<file path="src/rtl/dff_and_mux.sv">
// Three-stage delay chain on d with a tap mux selecting d, s1, s2 or s3 onto q.
// Define DFF_AND_MUX_OUT_REG_EN to register the mux output (adds one cycle to every tap).
module dff_and_mux #(
    parameter int WIDTH = 8
) (
    input  logic             clk,
    input  logic             rst_n,
    input  logic [WIDTH-1:0] d,
    input  logic [1:0]       sel,
    output logic [WIDTH-1:0] q
);

    logic [WIDTH-1:0] s1_q, s2_q, s3_q;
    logic [WIDTH-1:0] s1_d, s2_d, s3_d;
    logic [WIDTH-1:0] tap;

    // Chain shifts unconditionally; sel never touches the stored taps.
    always_comb begin
        s1_d = d;
        s2_d = s1_q;
        s3_d = s2_q;
    end

    always_ff @(posedge clk or negedge rst_n) begin
        if (!rst_n) begin
            s1_q <= '0;
            s2_q <= '0;
            s3_q <= '0;
        end else begin
            s1_q <= s1_d;
            s2_q <= s2_d;
            s3_q <= s3_d;
        end
    end

    always_comb begin
        tap = d;
        case (sel)
            2'b00:   tap = d;
            2'b01:   tap = s1_q;
            2'b10:   tap = s2_q;
            2'b11:   tap = s3_q;
            default: tap = d;
        endcase
    end

`ifdef DFF_AND_MUX_OUT_REG_EN
    logic [WIDTH-1:0] out_q;

    always_ff @(posedge clk or negedge rst_n) begin
        if (!rst_n) out_q <= '0;
        else        out_q <= tap;
    end

    assign q = out_q;
`else
    assign q = tap;
`endif

endmodule

</file>
<file path="config.mk">
export PLATFORM = sky130hd
export DESIGN_NAME = dff_and_mux
export DESIGN_NICKNAME = d
export VERILOG_FILES = /design/src/rtl/dff_and_mux.sv
export SDC_FILE = /design/constraint.sdc
export NUM_CORES = 1
export LEC_CHECK = 0
export CORE_UTILIZATION = 30
export CTS_CLUSTER_DIAMETER = 80
export DETAILED_ROUTE_END_ITERATION = 10
export GPL_TIMING_DRIVEN = 0
export PLACE_DENSITY = 0.56
export REMOVE_ABC_BUFFERS = 1
export SLEW_MARGIN = 20
export SYNTH_ARGS = -nofsm -noshare
export SYNTH_HDL_FRONTEND = slang
export SYNTH_SLANG_ARGS = --single-unit
</file>
<file path="constraint.sdc">
create_clock -name clk -period 1 [get_ports clk]
set_input_delay 0.15 -clock clk [delete_from_list [all_inputs] [get_ports clk]]
set_output_delay 0.15 -clock clk [all_outputs]
set_load 0.02 [all_outputs]
</file>
==> results.toml <==
[clock_network]
clk_pin_slew_ns = 0.13
clkLatencyLatePin_ns = 0.31
clockBufferDepth = 2
cts_tree = "done"
root_buffer = "clkbuf_4"
cts-buffers-inserted = 3
cts_htree_levels = 1
cts.sinks = 24

[synth]
synthAdderAreaFrac_pct = 0
yosysMostFrequentCell = "dfrtp_1"
synthArstFlopShare_pct = 100
synthTopCellsByArea = "dfrtp_1 (75%), mux4_2 (23%), buf_6 (1.4%)"
synth_top_cell_area_share_pct = 75.4
synthMuxAreaShare_pct = 22.6
synthTopCellsByCount = "dfrtp_1 (24), mux4_2 (8), buf_6 (1), clkbuf_2 (1)"
syn_inst = 34
synth_area_um2 = 797
yosys.area_share.simple_pct = 0
yosysSeqAreaShare_pct = 75.4
synth_warnings = 0
yosysUniqueCellTypes = 4
synth_xor_xnor_area_share_pct = 0
synth_area_leader_cell = "dfrtp_1"
synth_edf_count = 0
synth_seq_cells = 24
postSynthAreaPerCell_um2 = 23.4
synthFlopType = "dfrtp_1"
synth_top_family_by_area = "multiplexers"
synth_compound_area_share_pct = 0

[critical_path]
startpoint_type = "register"
path_max_fanout = 2
cp.arrival_ns = 1.33
crit_type = "register to primary output"
crit_path_start = "s2_q[5]"
r2r_end = "s2_q[6]"
cp-end-kind = "primary output"
crit_end = "q[5]"
r2r_slack_ns = 0.38
r2r_cells = 1
r2r-start = "s1_q[6]"
cp.required_ns = 0.85

[power]
leakage_nw = 0.485
vdd_drop_max_mv = 1.74
power_density_mw_per_mm2 = 1780

[sta]
setup_viol = 8
tns_ns = -3.73
period_share_pct = 148
max_slew_margin_pct = 65.9
fin_crit_ns = 1.48
fmaxAchievable_ghz = 0.674
rsz0062_at_grt = "yes"
setup_ws_ns = -0.485
fin_hold_ws_ns = 0.295
clock_skew_ns = 0.00800
finalHoldViolCount = 0
slew_violations = 0
worst_slew_pin_slew_ns = 0.512

[detailed_routing]
viasPerCell = 4.37
drt-wirelength-per-cell_um = 14.0
route.detailed.drc = 0
postRouteAntennaNets = 0
dr.pass1.iters = 1
wl_um = 1290
dr.first_iter.drc_count = 0
routed-via-count = 402

[final_layout]
drive_above_1_share_pct = 45.2
final_nets = 75
stdcell_area_mm2 = 0.00112
area_delta_synth_final_pct = 40.7
finalNonFillerCells = 92
n_antenna_cell = 0

[global_route]
track_usage_pct = 10.8
grt_pass1_vias = 413
grt_overflow = 0
antenna_found_initial = 0
grt_pass1_wl_um = 2080
grt_max_degree = 25

[run_status]
outcome = "finished with violations"
violations = "negative setup slack"

[place]
place_ws_ns = -1.34
hpwl_um = 820
place_congestion = 0.633
numPlacedInstances = 81
port_buffers = 19
placed_cell_area_mm2 = 0.00101

[floorplanning]
io_pins = 20
core_mm2 = 0.00250
fp.dieArea_mm2 = 0.00287
rows = 18
die_w_um = 53.5
fp.dieH_um = 53.5
initial_core_util_pct = 31.9

[run]
max-cap-violations = 0

[min_path]
hold_path.class = "input port to register"
-- final cells by class --
cell class / count / area (µm²)
Multi-Input combinational cell: 8 / 180
Sequential cell: 24 / 601
Timing Repair Buffer: 26 / 250
Fill cell: 227 / 1380
Clock buffer: 3 / 22.5
Tap cell: 30 / 37.5
Clock inverter: 1 / 30.0
-- worst min-delay path by stage --
stage	endpoint	cells after the start	start
floorplan	s1_q[0]	0	rst_n
global placement	s3_q[7]	0	s2_q[7]
detailed placement	s3_q[4]	0	s2_q[4]
CTS	s3_q[1]	1	rst_n
global route	s1_q[5]	1	d[5]
finish	s1_q[5]	1	d[5]
-- report_power, final --
group	leakage [nW]	switching, mW	internal (mW)
sequential	0.280	0.0194	1.02
clock	0.0279	0.272	0.405
combinational	0.178	0.116	0.161
total	0.485	0.407	1.59
-- layout by cell type (no fill, tap or decap) --
cell | Yosys | routed
dlygate4sd2_1 | 0 | 1
mux4_2 | 8 | 8
buf_2 | 0 | 1
clkdlybuf4s50_1 | 0 | 8
buf_4 | 0 | 6
dlygate4sd3_1 | 0 | 1
bufinv_16 | 0 | 1
clkbuf_4 | 0 | 3
dfrtp_1 | 24 | 24
clkdlybuf4s15_2 | 0 | 1
buf_6 | 1 | 8
-- through the flow --
stage	util [%]	power, mW
detailed placement	40.3	1.31
global route	44.8	2.10
CTS	44.0	2.02
floorplan	-	1.16
finish	44.8	1.99
global placement	40.3	1.31
-- flip-flops by register name, indices dropped and copies added, names as in the netlist --
signal,cells
s1_q,8
s2_q,8
s3_q,8
-- what timing repair did --
item | in CTS | in global routing
hold endpoints to repair | 0 | 24
pin swaps | 0 | 0
buffers inserted | 5 | 1
setup endpoints to repair | 32 | 8
gates resized for setup | 51 | 2
hold buffers | 0 | 1
-- cell families (layout without fill, tap and decap cells) --
family	Yosys count	count (layout)
buffers and inverters	2	30
flip-flops	24	24
multiplexers	8	8
-- critical path: stages (launching register included) --
cell and delay, ns:
dfrtp_1 0.41, mux4_2 0.47, buf_6 0.15
-- per-layer routing --
layer  vias to the layer above  global-route usage, %  wire length (µm)
met5                         -                      0                 0
li1                        180                      -                 -
met3                         0                   5.65                78
met2                        12                   14.4               545
met4                         0                   1.32                 0
met1                       210                   15.9               662
No activity file was read; power rests on OpenSTA's default activity.
